## config.mk

```make
export PLATFORM = sky130hd
export DESIGN_NAME = sine_rom_sequencer
export DESIGN_NICKNAME = d
export VERILOG_FILES = /design/src/rtl/sine_pkg.sv /design/src/rtl/sine_rom_sequencer_phase_acc.sv /design/src/rtl/sine_rom_sequencer.sv
export SDC_FILE = /design/constraint.sdc
export NUM_CORES = 1
export LEC_CHECK = 0
export BUFFER_PORTS_ARGS = -buffer_cell sky130_fd_sc_hd__buf_2
export CAP_MARGIN = 10
export CORE_MARGIN = 10
export CORE_UTILIZATION = 50
export CTS_BUF_LIST = sky130_fd_sc_hd__clkbuf_8
export CTS_CLUSTER_DIAMETER = 200
export DETAILED_ROUTE_END_ITERATION = 8
export PLACE_DENSITY = 0.91
export SLEW_MARGIN = 20
export SYNTH_ARGS = -nofsm -noshare
export SYNTH_HDL_FRONTEND = slang
export SYNTH_SLANG_ARGS = --single-unit
```

## constraint.sdc

```tcl
create_clock -name clk -period 2.6 [get_ports clk]
set_input_delay 0.26 -clock clk [delete_from_list [all_inputs] [get_ports clk]]
set_output_delay 0.26 -clock clk [all_outputs]
set_load 0.01 [all_outputs]
```

## src/rtl/sine_pkg.sv

```systemverilog
`default_nettype none
// ============================================================================
//  Module      : sine_pkg
//  Description : Shared state encoding and constants for the sine-table ROM
//                sequencer and its phase accumulator.
//  Revision    : 1.0 - initial release
// ============================================================================
package sine_pkg;

    // Sequencer states
    typedef enum logic [1:0] {
        IDLE  = 2'd0,
        RUN   = 2'd1,
        DRAIN = 2'd2
    } state_t;

    // Cycles spent in DRAIN so the last outstanding ROM read lands as a sample
    localparam int DRAIN_CYCLES = 2;
    // Registered-read latency of the sine ROM
    localparam int ROM_LATENCY  = 1;

    // Widths for the default 64-entry table with 8 fractional phase bits
    localparam int DEF_DEPTH = 64;
    localparam int DEF_FRAC  = 8;
    localparam int ADDR_W    = $clog2(DEF_DEPTH);
    localparam int ACC_W     = ADDR_W + DEF_FRAC;

endpackage : sine_pkg
`default_nettype wire

```

## src/rtl/sine_rom_sequencer_phase_acc.sv

```systemverilog
`default_nettype none
// ============================================================================
//  Module      : phase_acc
//  Description : Phase accumulator with synchronous clear, add-step enable and
//                a carry-out wrap flag. Exposes only the integer (address) part.
//  Revision    : 1.0 - initial release
// ============================================================================
module phase_acc
    import sine_pkg::*;
#(
    parameter int ACC_BITS  = 14,
    parameter int FRAC_BITS = 8
) (
    input  logic                          clk,
    input  logic                          rst,
    input  logic                          clear,
    input  logic                          add_en,
    input  logic [ACC_BITS-1:0]           step,
    output logic [ACC_BITS-FRAC_BITS-1:0] addr,
    output logic                          wrap
);

    logic [ACC_BITS-1:0] acc_q;
    logic [ACC_BITS-1:0] acc_d;
    logic [ACC_BITS:0]   sum;

    // Next phase: clear wins over add; the extra sum bit is the period carry
    always_comb begin
        sum   = {1'b0, acc_q} + {1'b0, step};
        acc_d = acc_q;
        if (clear) begin
            acc_d = '0;
        end else if (add_en) begin
            acc_d = sum[ACC_BITS-1:0];
        end
    end

    // Phase register
    always_ff @(posedge clk or posedge rst) begin
        if (rst) begin
            acc_q <= '0;
        end else begin
            acc_q <= acc_d;
        end
    end

    assign addr = acc_q[ACC_BITS-1:FRAC_BITS];
    assign wrap = add_en & sum[ACC_BITS];

endmodule : phase_acc
`default_nettype wire

```

## src/rtl/sine_rom_sequencer.sv

```systemverilog
`default_nettype none
// ============================================================================
//  Module      : sine_rom_sequencer
//  Description : Drives a registered sine ROM from a phase accumulator on each
//                sample tick, realigns the ROM output into a sample stream and
//                stops after a programmed number of waveform periods.
//  Revision    : 1.0 - initial release
// ============================================================================
module sine_rom_sequencer
    import sine_pkg::*;
#(
    parameter int WIDTH = 32,
    parameter int DEPTH = 64,
    parameter int FRAC  = 8,
    parameter int CNT_W = 16
) (
    input  logic                               clk,
    input  logic                               rst,
    input  logic                               start,
    input  logic                               stop,
    input  logic                               tick,
    input  logic [$clog2(DEPTH)+FRAC-1:0]      step,
    input  logic [CNT_W-1:0]                   num_periods,
    output logic                               rom_en,
    output logic [$clog2(DEPTH)-1:0]           rom_address,
    input  logic [WIDTH-1:0]                   rom_data,
    output logic [WIDTH-1:0]                   sample,
    output logic                               sample_valid,
    output logic                               busy,
    output logic                               done,
    output logic [CNT_W-1:0]                   period_count
);

    localparam int ADDR_BITS = $clog2(DEPTH);
    localparam int ACC_BITS  = ADDR_BITS + FRAC;
    localparam int DRAIN_W   = $clog2(DRAIN_CYCLES + 1);

    state_t               state_q, state_d;
    logic [ACC_BITS-1:0]  step_q, step_d;
    logic [CNT_W-1:0]     nper_q, nper_d;
    logic [CNT_W-1:0]     pc_q, pc_d;
    logic [CNT_W-1:0]     pc_inc;
    logic [DRAIN_W-1:0]   drain_cnt_q, drain_cnt_d;
    logic                 done_q, done_d;
    logic                 rd_pend_q, rd_pend_d;
    logic [WIDTH-1:0]     sample_q, sample_d;
    logic                 sample_valid_q, sample_valid_d;
    logic                 acc_clear;
    logic                 acc_wrap;

    phase_acc #(
        .ACC_BITS  (ACC_BITS),
        .FRAC_BITS (FRAC)
    ) u_phase_acc (
        .clk    (clk),
        .rst    (rst),
        .clear  (acc_clear),
        .add_en (rom_en),
        .step   (step_q),
        .addr   (rom_address),
        .wrap   (acc_wrap)
    );

    assign pc_inc = pc_q + 1'b1;

    // Sequencer FSM, period counting and ROM read request
    always_comb begin
        state_d     = state_q;
        step_d      = step_q;
        nper_d      = nper_q;
        pc_d        = pc_q;
        drain_cnt_d = drain_cnt_q;
        done_d      = 1'b0;
        acc_clear   = 1'b0;
        rom_en      = 1'b0;
        case (state_q)
            IDLE: begin
                if (start) begin
                    step_d    = step;
                    nper_d    = num_periods;
                    pc_d      = '0;
                    acc_clear = 1'b1;
                    state_d   = RUN;
                end
            end
            RUN: begin
                if (stop) begin
                    // A tick coinciding with stop is dropped
                    state_d     = DRAIN;
                    drain_cnt_d = '0;
                end else if (tick) begin
                    rom_en = 1'b1;
                    if (acc_wrap) begin
                        if (pc_q != {CNT_W{1'b1}}) begin
                            pc_d = pc_inc;
                        end
                        // Finite run ends on the wrap that completes the last period
                        if ((nper_q != '0) && (pc_inc == nper_q)) begin
                            state_d     = DRAIN;
                            drain_cnt_d = '0;
                        end
                    end
                end
            end
            DRAIN: begin
                if (drain_cnt_q == DRAIN_W'(DRAIN_CYCLES - 1)) begin
                    state_d     = IDLE;
                    drain_cnt_d = '0;
                    done_d      = 1'b1;
                end else begin
                    drain_cnt_d = drain_cnt_q + 1'b1;
                end
            end
            default: begin
                state_d = IDLE;
            end
        endcase
    end

    // ROM output realignment: data is valid the cycle after the read request
    always_comb begin
        rd_pend_d      = rom_en;
        sample_valid_d = rd_pend_q;
        sample_d       = rd_pend_q ? rom_data : sample_q;
    end

    // Control and sample registers
    always_ff @(posedge clk or posedge rst) begin
        if (rst) begin
            state_q        <= IDLE;
            step_q         <= '0;
            nper_q         <= '0;
            pc_q           <= '0;
            drain_cnt_q    <= '0;
            done_q         <= 1'b0;
            rd_pend_q      <= 1'b0;
            sample_q       <= '0;
            sample_valid_q <= 1'b0;
        end else begin
            state_q        <= state_d;
            step_q         <= step_d;
            nper_q         <= nper_d;
            pc_q           <= pc_d;
            drain_cnt_q    <= drain_cnt_d;
            done_q         <= done_d;
            rd_pend_q      <= rd_pend_d;
            sample_q       <= sample_d;
            sample_valid_q <= sample_valid_d;
        end
    end

    assign busy         = (state_q != IDLE);
    assign done         = done_q;
    assign period_count = pc_q;
    assign sample       = sample_q;
    assign sample_valid = sample_valid_q;

endmodule : sine_rom_sequencer
`default_nettype wire

```

; ---- After elaboration in Yosys (flattened, before gate mapping)
; Index checks and enable logic that the tools add are counted.
[classes]
reduce_logical = 11
n_bitwise = 1
mux = 28
n_eq_ne = 14
n_addsub = 3
[ops]
columns = op, count
row1 = 16-bit two-way mux, 5
row2 = 16-bit one-hot mux with 2 select lines, 1
row3 = 14-bit two-way mux, 2
row4 = 2-bit two-way mux, 11
row5 = 16-bit by 1-bit adder with 16-bit output (second input constant), 1
row6 = 16-bit equality test, 1
row7 = 16-bit != test (second input constant), 1
row8 = 16-bit nonzero test, 1
row9 = 14-bit by 14-bit adder with 15-bit output, 1
row10 = 2-bit != test (second input constant), 6
row11 = 3-bit != test (second input constant), 3
row12 = 2-bit nonzero test, 4
row13 = 1-bit two-way mux, 7
row14 = 2-bit one-hot mux with 3 select lines, 1
row15 = 6-bit AND reduction, 1
row16 = 5-bit AND reduction, 1
row17 = 2-bit by 1-bit equality test with 1-bit output (second input constant), 2
row18 = 2-bit one-hot mux with 2 select lines, 1
row19 = 4-bit AND reduction, 1
row20 = 2-bit by 1-bit adder with 2-bit output (second input constant), 1
row21 = 2-bit equality test (second input constant), 1
row22 = 2-bit zero test, 1
row23 = 2-bit AND reduction, 1
row24 = 1-bit AND, 1
row25 = 1-bit logical AND, 1
[totals]
ff_bits = 99
word_cells = 67
out_inout_bits = 58
input_bits = 67

; ---- Logic depth before layout (Yosys ltp)
[depth]
word_depth = 8
ltp_mapped = 12
depth_no_buf = 11

; ---- Modules after synthesis
; A second synthesis with hierarchy kept.
[unflattened]
cells_unflattened = 502
hier_area_um2 = 5420.2
[modules_own_cells]
columns = mod, seq_area_each_um2, cells_each, area_each_um2, n_inst
row1 = sine_rom_sequencer, 2127.0, 350, 4082.7, 1
row2 = phase_acc, 350.3, 152, 1337.5, 1

; ---- Worst setup path after synthesis
; Ideal clock, no wire load.
[synth_timing]
path_kind = register -> register
from = register step_q[0]
to = register pc_q[13], in the netlist period_count[13]
period_less_slack_ps = 2706
slack_ps = -106
path_buffers = 1
arrival_time_ps = 2580
path_stages_with_launch = 13
setup_time_ps = 126
cell_sequence = dfrtp_1 -> ha_1 -> inv_1 -> fa_1 -> nor2b_1 -> o21ai_0 -> a21oi_1 -> nor2_1 -> o31ai_1 -> and2_0 -> buf_2 -> o21ai_1 -> a221o_1
[synth_between]
elab_chain_len = 4
[synth_lines]
columns = item, line
row1 = start: declaration, sine_rom_sequencer.sv:39  ; logic [ACC_BITS-1:0] step_q, step_d;
row2 = start signal: assignment, sine_rom_sequencer.sv:141  ; step_q <= step_d;
row3 = 14-bit by 14-bit adder with 15-bit output, sine_rom_sequencer_phase_acc.sv:29  ; sum = {1'b0, acc_q} + {1'b0, step};
row4 = 1-bit AND, sine_rom_sequencer_phase_acc.sv:48  ; assign wrap = add_en & sum[ACC_BITS];
row5 = 2-bit != test (no line), -
row6 = 6-bit AND reduction (no line), -
row7 = end signal: assignment, sine_rom_sequencer.sv:143  ; pc_q <= pc_d;
row8 = end: declaration, sine_rom_sequencer.sv:41  ; logic [CNT_W-1:0] pc_q, pc_d;
; Every way passes these cells.
; A chain may end at the register's enable or synchronous reset.

; ---- Final worst setup path
[layout_timing]
from = register pc_q[4], in the netlist period_count[4]
to = register state_q[0]
[layout_between]
elab_chain_len = 5
[layout_lines]
columns = item, line
row1 = 16-bit by 1-bit adder with 16-bit output, sine_rom_sequencer.sv:64  ; assign pc_inc = pc_q + 1'b1;
row2 = 16-bit equality test, sine_rom_sequencer.sv:98  ; if ((nper_q != '0) && (pc_inc == nper_q)) begin
row3 = 1-bit logical AND, sine_rom_sequencer.sv:98
row4 = 3-bit != test (no line), -
row5 = 5-bit AND reduction (no line), -
row6 = end signal: assignment, sine_rom_sequencer.sv:140  ; state_q <= state_d;
row7 = end: declaration, sine_rom_sequencer.sv:38  ; state_t state_q, state_d;
; Every way passes these cells.

==> impl_results.md <==
- Final clock period utilization by the worst path: 1.01
- Outcome: finished, violations left
- Critical Path RT: 2.87 ns
- Synth Instances: 518
- Worst-margin pin slew: 0.720 ns
- Wirelength per Cell: 17.9 µm
- Vias: 4,521
- Clock Latency Late Sink: 0.38 ns
- Area taken by multi-input logic gates: 2590 µm²
- H-tree depth: 3
- HP Class: primary input to async pin
- Initial core utilization: 0.515
- Non-Filler Instances: around 810
- Vias in the first global route: 4,653
- Tot GR Track Use: 0.192
- DR vias/cell: between 5 and 6
- Top_reg_cell synth: dfrtp_1
- Unique masters post-synth: 53
- Largest net degree at the start of global routing: 100
- Post-synth EDFFs: 0
- Syn Nets: 601
- RD Place Congestion: 0.917
- First-pass GRT wire length: 23,000 µm
- Layout cells sized above 1: 0.382
- Seq/Total Area, Yosys: 0.490
- Drt first-iter violations: 423
- # IOs: 125
- Placed cell area: 6080 µm²
- Final ANT Viol Nets: 0
- Fin. max-slew vios: 0
- Die area: about 15,000 µm²
- Fillcell total: 743
- CP Launch Type: flip-flop
- Clk_skew: about 0.017 ns
- CTS Buf Count: 9
- Area grow syn2layout: 28.6%
- Routed WL: 14,600 µm
- Clock buffer depth: 2
- Max VDD drop: 0.584 mV
- Power per cell area: 1030 nW/µm²
- Mean post-synth cell area: around 9.8 µm²
- Grt total ovfl: 0
- Fin crit period: 2.64 ns
- Hold-fix buffers at CTS: 0
- # rows: 36
- Crit path kind: flip-flop to flip-flop
- Die width: ~120 µm
- CTS tree: done
- Num Clock Sinks: 99
- Crit path DAT: 2.90 ns
- Dpl cells: 791
- Die H: 121 µm
- Root buffer cell: clkbuf_8
- Core area: 9820 µm²
- Slew headroom: 0.519
- Clk slew on worst S/H paths: 0.10 ns
- Port Buffers: 124
- Final worst setup slack: -0.0354 ns
- Unrepaired setup endpoints after global routing: true
- Antenna violations before repair: 0
- Crit end category: flip-flop
- Wl on met1: around 5800 µm
- CP Max Fanout: 3
- HPWL after DPL: 10,600 µm
- Remaining DRCs: 0
- Final Hold Fails: 0
- ANT cells: 0
- Final net count: 759
- Max cap viols: 0
- Failing checks: setup timing
- Final instance area: between 6000 and 7000 µm²
- Synth Warn #: 0
- Register bit total from synthesis: approximately 100
- Pleak: ~3.2 nW
- Highest clock rate: ~380 MHz
- WL met3: 1250 µm
- Routed wire length on met2: 7360 µm
- Overall Power: ~0.0067 W
- Router iterations before antenna repair: 7
- Share of async-settable or async-resettable flops after synthesis: 1.00
- FF/Latch Area: between 2000 and 2500 µm²
- Synth Cell Area: 5050 µm²
- FF-to-FF path depth: 9
- Uppermost layer routed: met4
- Final setup viols: 4
==> state kept, by name, indices dropped and copies added, names as in the netlist <==
name               cells
rd_pend_q              1
done                   1
sample                32
nper_q                16
period_count          16
drain_cnt_q            2
sample_valid           1
state_q                2
u_phase_acc.acc_q     14
step_q                14
==> cells in the mapped netlist, types with 5 or more instances <==
| master | count | area (µm²) |
|---|---|---|
| nor2_1 | 31 | 116 |
| nor4_1 | 5 | 31.3 |
| buf_4 | 6 | 45.0 |
| nand3_1 | 26 | 130 |
| a211oi_1 | 6 | 45.0 |
| xnor2_1 | 22 | 193 |
| o21ai_0 | 34 | 170 |
| clkbuf_1 | 15 | 56.3 |
| and3_1 | 6 | 37.5 |
| a21oi_1 | 9 | 45.0 |
| inv_1 | 10 | 37.5 |
| xor2_1 | 13 | 114 |
| ha_1 | 15 | 188 |
| dfrtp_1 | 99 | 2480 |
| nand2_1 | 109 | 409 |
| o31ai_1 | 13 | 97.6 |
| nand4_1 | 6 | 37.5 |
| mux2_2 | 32 | 360 |
==> placed cells by master, fill, tap and decap left out, drive strengths merged, types with 2 or more instances in the layout <==
cell type / count
clkinv: 3
a211oi: 6
and3: 6
clkbuf: 10
or3: 2
nor3: 4
mux2: 32
nor2: 31
nand2: 109
xor2: 13
nand4: 6
and2: 5
a21o: 4
nor4: 6
o31ai: 13
xnor2: 22
buf: 176
or2: 2
o21ai: 35
nand2b: 4
inv: 12
a221o: 4
a21oi: 9
a22o: 2
ha: 15
nand3: 27
nor2b: 3
dfrtp: 99
a211o: 3
==> cell type report <==
type | count | area share
clock inverters | 6 | 0.00674
flip-flops and latches | 99 | 0.382
multi-input cells | 380 | 0.398
well taps | 133 | 0.0256
clock buffers | 10 | 0.0212
repair buffers | 176 | 0.160
inverters | 10 | 0.00635
==> timing repair <==
action	in CTS	in global routing
setup buffers	0	6
resized for setup	14	34
pin swaps	4	12
setup endpoints to repair	15	21
gates cloned	1	0
==> critical path, stage by stage, from the launching register on <==
cell and delay, ns:
dfrtp_1 0.44, nand3_2 0.15, or4_4 0.57, xnor2_2 0.17, o211ai_1 0.12, a2111oi_2 0.29
nand4_1 0.26, buf_4 0.21, nor4_2 0.25, nor2_1 0.08
==> through the flow <==
| stage | hold WS, ns | TNS [ns] | setup WS [ns] | util |
|---|---|---|---|---|
| 2_1_floorplan | 0.347 | 0 | 0.0336 | - |
| 3_3_place_gp | 0.445 | 0 | 0.0496 | 0.619 |
| 3_5_place_dp | 0.452 | -0.585 | -0.0657 | 0.619 |
| 4_1_cts | 0.0420 | 0 | 0.00288 | 0.642 |
| 5_1_grt | 0.0645 | -0.791 | -0.154 | 0.662 |
| 6_report | 0.0178 | -0.101 | -0.0354 | 0.662 |
==> power by group <==
part           switching, W  internal (W)  total [W]
combinational       0.00173       0.00141    0.00314
clock              0.000566      0.000383   0.000949
sequential         0.000441       0.00214    0.00258
total               0.00274       0.00394    0.00667
==> logic make-up (layout without fill, tap and decap cells) <==
| kind of cell | after synthesis | count (layout) | share of synthesized area |
|---|---|---|---|
| and+or+nand+nor | 209 | 209 | 0.186 |
| DFF | 99 | 99 | 0.490 |
| buffers and inverters | 39 | 202 | 0.0344 |
| AOI/OAI and AO/OA | 87 | 87 | 0.114 |
| adders and majority gates | 16 | 16 | 0.0411 |
| muxes | 33 | 33 | 0.0733 |
| xor gates and xnor gates | 35 | 35 | 0.0607 |
==> metal layers <==
metal	track usage	vias to the layer above
met5	0	-
met4	0.0799	0
met3	0.0451	27
met2	0.329	211
met1	0.227	2170
li1	-	2113
==> final timing paths <==
path | startpoint | endpoint | slack (ns)
worst min-delay path | rst | sample[14] | 0.02
min in group clk | step[7] | step_q[7] | 0.06
worst min register to register | step_q[11] | step_q[11] | 0.50
worst max register to register | period_count[4] | state_q[0] | -0.04
worst max-delay path | period_count[4] | state_q[0] | -0.04
max in group asynchronous | rst | period_count[0] | 2.16
Power figures use the tool's default switching activity.
